==> src/rtl/mem_port_arbiter.sv <==
// Arbitrates one single-port memory between instruction fetch and data access.
// Data wins collisions; the just-served side is excluded on its ack cycle so both alternate.
module mem_port_arbiter #(
    parameter int ADDR_W  = 32,
    parameter int DATA_W  = 32,
    parameter int TIMEOUT = 255
) (
    input  logic              clk,
    input  logic              rst,
    input  logic              i_req,
    input  logic [ADDR_W-1:0] i_addr,
    output logic              i_ack,
    output logic [DATA_W-1:0] i_rdata,
    input  logic              d_req,
    input  logic              d_we,
    input  logic [ADDR_W-1:0] d_addr,
    input  logic [DATA_W-1:0] d_wdata,
    output logic              d_ack,
    output logic [DATA_W-1:0] d_rdata,
    output logic              stall_if,
    output logic              stall_mem,
    output logic              mem_req,
    output logic              mem_we,
    output logic [ADDR_W-1:0] mem_addr,
    output logic [DATA_W-1:0] mem_wdata,
    input  logic              mem_ack,
    input  logic [DATA_W-1:0] mem_rdata,
    output logic              err
);

    typedef enum logic [1:0] {
        IDLE  = 2'd0,
        GNT_I = 2'd1,
        GNT_D = 2'd2
    } state_t;

    localparam logic [7:0] WAIT_LAST = 8'(TIMEOUT - 1);

    state_t     state_r;
    state_t     nextState_s;
    logic [7:0] waitCnt_r;
    logic       lastWait_s;
    logic       done_s;
    logic       timeout_s;
    logic       enterGnt_s;

    // Next-state selection plus combinational ack/rdata toward the requesters
    always_comb begin
        nextState_s = state_r;
        i_ack       = 1'b0;
        d_ack       = 1'b0;
        i_rdata     = {DATA_W{1'b0}};
        d_rdata     = {DATA_W{1'b0}};
        lastWait_s  = (waitCnt_r == WAIT_LAST);
        done_s      = 1'b0;
        timeout_s   = 1'b0;
        case (state_r)
            IDLE: begin
                if (d_req) begin
                    nextState_s = GNT_D;
                end else if (i_req) begin
                    nextState_s = GNT_I;
                end else begin
                    nextState_s = IDLE;
                end
            end
            GNT_I: begin
                done_s    = mem_ack | lastWait_s;
                timeout_s = ~mem_ack & lastWait_s;
                i_ack     = done_s;
                i_rdata   = mem_ack ? mem_rdata : {DATA_W{1'b0}};
                // The served side's request is stale on its ack cycle, so only the other side counts
                if (done_s) begin
                    nextState_s = d_req ? GNT_D : IDLE;
                end else begin
                    nextState_s = GNT_I;
                end
            end
            GNT_D: begin
                done_s    = mem_ack | lastWait_s;
                timeout_s = ~mem_ack & lastWait_s;
                d_ack     = done_s;
                d_rdata   = mem_ack ? mem_rdata : {DATA_W{1'b0}};
                if (done_s) begin
                    nextState_s = i_req ? GNT_I : IDLE;
                end else begin
                    nextState_s = GNT_D;
                end
            end
            default: begin
                nextState_s = IDLE;
            end
        endcase
        enterGnt_s = (nextState_s != IDLE) && ((state_r == IDLE) || done_s);
    end

    assign stall_if  = i_req & ~i_ack;
    assign stall_mem = d_req & ~d_ack;

    // State register and registered memory request
    always_ff @(posedge clk) begin
        if (!rst) begin
            state_r <= IDLE;
            mem_req <= 1'b0;
        end else begin
            state_r <= nextState_s;
            mem_req <= (nextState_s != IDLE);
        end
    end

    // Memory command capture on grant entry; held constant for the whole grant
    always_ff @(posedge clk) begin
        if (!rst) begin
            mem_we    <= 1'b0;
            mem_addr  <= {ADDR_W{1'b0}};
            mem_wdata <= {DATA_W{1'b0}};
        end else if (enterGnt_s) begin
            if (nextState_s == GNT_D) begin
                mem_we    <= d_we;
                mem_addr  <= d_addr;
                mem_wdata <= d_wdata;
            end else begin
                mem_we    <= 1'b0;
                mem_addr  <= i_addr;
                mem_wdata <= {DATA_W{1'b0}};
            end
        end else begin
            mem_we    <= mem_we;
            mem_addr  <= mem_addr;
            mem_wdata <= mem_wdata;
        end
    end

    // Wait counter and sticky timeout flag
    always_ff @(posedge clk) begin
        if (!rst) begin
            waitCnt_r <= 8'd0;
            err       <= 1'b0;
        end else begin
            if (enterGnt_s) begin
                waitCnt_r <= 8'd0;
            end else if ((state_r != IDLE) && !mem_ack) begin
                waitCnt_r <= waitCnt_r + 8'd1;
            end else begin
                waitCnt_r <= waitCnt_r;
            end
            err <= err | timeout_s;
        end
    end

endmodule

==> config.mk <==
export PLATFORM = sky130hd
export DESIGN_NAME = mem_port_arbiter
export DESIGN_NICKNAME = d
export VERILOG_FILES = /design/src/rtl/mem_port_arbiter.sv
export SDC_FILE = /design/constraint.sdc
export NUM_CORES = 1
export LEC_CHECK = 0
export ABC_AREA = 1
export CELL_PAD_IN_SITES_DETAIL_PLACEMENT = 1
export CELL_PAD_IN_SITES_GLOBAL_PLACEMENT = 2
export CORE_UTILIZATION = 17
export DETAILED_ROUTE_END_ITERATION = 6
export GPL_ROUTABILITY_DRIVEN = 0
export PLACE_DENSITY_LB_ADDON = 0.1
export REMOVE_ABC_BUFFERS = 1
export SYNTH_ARGS = -nofsm -noshare
export SYNTH_HDL_FRONTEND = slang
export SYNTH_SLANG_ARGS = --single-unit
export TNS_END_PERCENT = 10
==> constraint.sdc <==
create_clock -name clk -period 2.6 [get_ports clk]
set_input_delay 0.78 -clock clk [delete_from_list [all_inputs] [get_ports clk]]
set_output_delay 0.78 -clock clk [all_outputs]
set_load 0.05 [all_outputs]
Word-level counts from Yosys, hierarchy flattened. Index checks and enable logic that the tools add are counted.

Bits in registers: 77. Input bits: 134. Output and inout port bits: 135. Logic and storage cells: 46.

Add/subtract/negate cells: 1. Equal/unequal tests: 4. Muxes and demuxes: 16. Bitwise logic cells: 9. Reduce and logical (&&, ||, !) cells: 9.

Operators by type and width (number): 32-bit 2-to-1 mux (5); 8-bit by 1-bit adder with 8-bit output (second input constant) (1); 8-bit equality test (second input constant) (1); 2-bit 2-to-1 mux (4); 1-bit 2-to-1 mux (6); 2-bit case mux with 3 select lines (1); 2-bit equality test (second input constant) (2); 1-bit NOT (4); 2-bit nonzero test (2); 2-bit OR reduction (2); 1-bit AND (3); 2-bit by 1-bit equality test with 1-bit output (second input constant) (1); 1-bit logical AND (2); 2-bit zero test (1); 1-bit OR (2); 1-bit zero test (1); 1-bit logical OR (1).

Depth between registers and ports, before layout.
Depth in word-level cells: 7. Mapped depth: 15. Depth with buffers taken out: 14.

Worst setup path after synthesis. OpenSTA, ideal clock, no wires.

Path kind: input to output. Start point: input port mem_ack. End point: output port d_rdata[13]. Data arrival time: 2.372 ns. Required time: 1.820 ns. Slack: -0.552 ns. Stages on the path: 4. Buffers on the path: 2. Path through: inv_1 -> clkbuf_1 -> buf_1 -> nor3_1.

Word-level cells in the longest chain between the ends: 2.

Ends and longest elaborated chain: from (decl) (line 26) `input logic mem_ack,`; 32-bit 2-to-1 mux (line 83) `d_rdata = mem_ack ? mem_rdata : {DATA_W{1'b0}};`; 32-bit 2-to-1 mux (line 57) `case (state_r)`; to (decl) (line 19) `output logic [DATA_W-1:0] d_rdata,`.

Every way passes these cells.

Worst setup path after layout.
Start point: input port mem_ack. End point: output port stall_if.

Word-level cells in the longest chain between the ends: 4.

Ends and longest elaborated chain: 1-bit OR (line 68) `done_s = mem_ack | lastWait_s;`; 1-bit 2-to-1 mux (line 57); 1-bit NOT (line 97) `assign stall_if = i_req & ~i_ack;`; 1-bit AND (line 97); to (decl) (line 20) `output logic stall_if,`.

Every way passes these cells.

==> impl_metrics.tcl <==
set metrics [dict create \
    status "complete, no violations" \
    clockRootBuffer "clkbuf_16" \
    finalCritPeriodShare 0.974 \
    synth_area_um2 4070 \
    firstDrtPassIters 4 \
    critPathLaunchType "input pin" \
    fin_setup_tns_ns 0 \
    worst_slack_ns 0.0677 \
    synth_cell_type_count 25 \
    utilization 0.322 \
    mostFrequentLayoutCells "clkdlybuf4s50_1, nand2_1, nand3_1" \
    overflow 0 \
    antennaDiodeCount 0 \
    clock_skew_ns 0.0123 \
    start_util 0.173 \
    ios 269 \
    fmax_mhz 395 \
    drcViolationCount 0 \
    synth-simple-area-share 0.432 \
    yosysWarnings 0 \
    switchingPower_uw 1770 \
    synth_compound_area_frac 0.0443 \
    p_sw_frac 0.392 \
    tightest_slew_ns 0.580 \
    synth_top_area_frac 0.379 \
    seqPwrFrac 0.303 \
    mostFrequentLayoutCell "clkdlybuf4s50_1" \
    yosysTopAreaCell "dfxtp_1" \
    drive_above_1_share 0.186 \
    dp_slack_ns -0.209 \
    synth_cells 598 \
    yosys.area_share.xor_xnor 0.0151 \
    arrival_ns 1.75 \
    rsz0062_at_grt "no" \
    grt_max_degree 50 \
    relSlewSlack 0.612 \
    cts_tree "yes" \
    drt_wl_total_um 18500 \
    cts_buffers 9 \
    grt_antenna_before_repair 0 \
    power.density_nw_per_um2 595 \
    coreArea_um2 23500 \
    rows 56 \
    htree_levels 3 \
    final_area_um2 7570 \
    cp_max_fo 4 \
    vdd_drop_max_mv 0.275 \
    ys_ff_latch 77 \
    die_w_um 157 \
    crit_type "in -> out" \
    die_area_um2 24600 \
    die_h_um 157 \
    cts_sinks 77 \
    min_path_type "reg -> reg" \
    antenna_left 0 \
    internal_power_uw 2740 \
    synth-seq-area-share 0.379 \
    crit_path_end_kind "primary output" \
    grt_pass1_vias 5076 \
    vias 4997 \
    required_ns 1.82 \
    synth_area_leaders "dfxtp_1, nand3_1, nand2_1" \
    placed_area_um2 7040 \
    drv_cap 0 \
    report.final.hold_viol_count 0 \
    synth_top_family_by_area "simple AND/OR/NAND/NOR gates" \
    fillers 2800 \
    syn_to_final_growth_pct 86.1 \
    clk_pin_slew_ns 0.06 \
    post_cts_buffers 0 \
    total_power_uw 4500 \
    drv_slew 0 \
    drtIter0Drc 182 \
    final.min_clock_period_ns 2.53 \
    clock_latency_ns 0.34 \
    setup_violations 0 \
    vias_per_cell 4.25 \
    synth_area_per_cell_um2 6.80 \
    wire_per_inst_um 15.7 \
    cts_max_path_buffers 2 \
    leakage_uw 0.00318 \
    grt_pass1_wl_um 28500 \
    synthMuxAreaShare 0 \
    finalNetCount 992 \
    p_comb_frac 0.406 \
    portBuffers 268 \
    dp_hpwl_um 13300 \
    grtUsageTotal 0.148 \
    synthAdderAreaFrac 0.0185 \
    p_clk_frac 0.291 \
]
flip-flops by register name, indices dropped and copies added (netlist names):
name and count:
mem_addr 32, mem_wdata 32, waitCnt_r 8, state_r 2
err 1, mem_req 1, mem_we 1
cell families (layout without fill, tap and decap cells):
logic type                 after synthesis  in the layout
and+or+nand+nor                        372            372
buffers and inverters                  100            359
DFF                                     77             77
AOI/OAI and AO/OA                       36             36
xor gates and xnor gates                 7              7
adders and majority gates                6              6
critical path: stages:
cell,delay (ns)
dlygate4sd2_1,0.26
inv_4,0.11
buf_4,0.13
nand2_2,0.06
inv_2,0.07
nor2_2,0.05
nor2_2,0.13
buf_12,0.15
through the flow:
step | hold slack, ns | cells
after floorplan | 0.494 | 546
after global placement | 0.450 | 1158
after detailed placement | 0.459 | 1158
after CTS | 0.470 | 1175
after global routing | 0.492 | 1176
final | 0.455 | 1176
final timing paths:
path	depth (start not counted)	from	slack (ns)	endpoint
hold reg to reg	2	err$_SDFF_PN0_	0.46	err$_SDFF_PN0_
setup / recovery	8	mem_ack	0.07	stall_if
hold / removal	2	err$_SDFF_PN0_	0.46	err$_SDFF_PN0_
setup reg to reg	15	waitCnt_r[0]$_SDFFE_PP0P_	0.44	waitCnt_r[2]$_SDFFE_PP0P_
routing by layer:
metal  track usage  part of all wire
met5             0                 0
met4        0.0373             0.013
met3        0.0479             0.072
met2         0.244              0.46
met1         0.186              0.46
synthesized netlist by cell type:
master and instances:
buf_2 14, nand2_1 138, nand4_1 35, o21ai_1 30, nor2_1 18, nor2_4 2, xnor2_1 1, clkinv_1 1
nand3_2 3, buf_4 5, clkbuf_2 2, inv_1 46, nor3_1 64, xor2_1 6, nand3_4 1, nand3_1 105
a21oi_1 2, buf_1 10, clkbuf_1 16, o21ai_0 4, inv_2 1, nand2_2 6, ha_1 6, dfxtp_1 77
buf_6 5
what timing repair did:
item,CTS,global route
hold buffers,0,0
resized for setup,39,5
pin swaps,1,1
endpoints found under the setup margin,68,9
gates cloned,1,1
layout make-up:
class | instances | area (µm²) | area share
Timing Repair Buffer | 295 | 2920 | 0.386
Multi-Input combinational cell | 421 | 2220 | 0.293
Sequential cell | 77 | 1540 | 0.204
Tap cell | 319 | 399 | 0.0527
Clock buffer | 10 | 239 | 0.0316
Inverter | 48 | 183 | 0.0241
Clock inverter | 6 | 68.8 | 0.00909
power groups by stage:
stage / clock [µW] / sequential (µW) / combinational (µW)
final: 1310 / 1360 / 1830
after global routing: 1410 / 1380 / 1960
after global placement: 0 / 1380 / 1790
after floorplan: 0 / 1770 / 576
after CTS: 1370 / 1370 / 1840
after detailed placement: 0 / 1390 / 1810
Note: power is estimated with default switching activity, not from simulation.
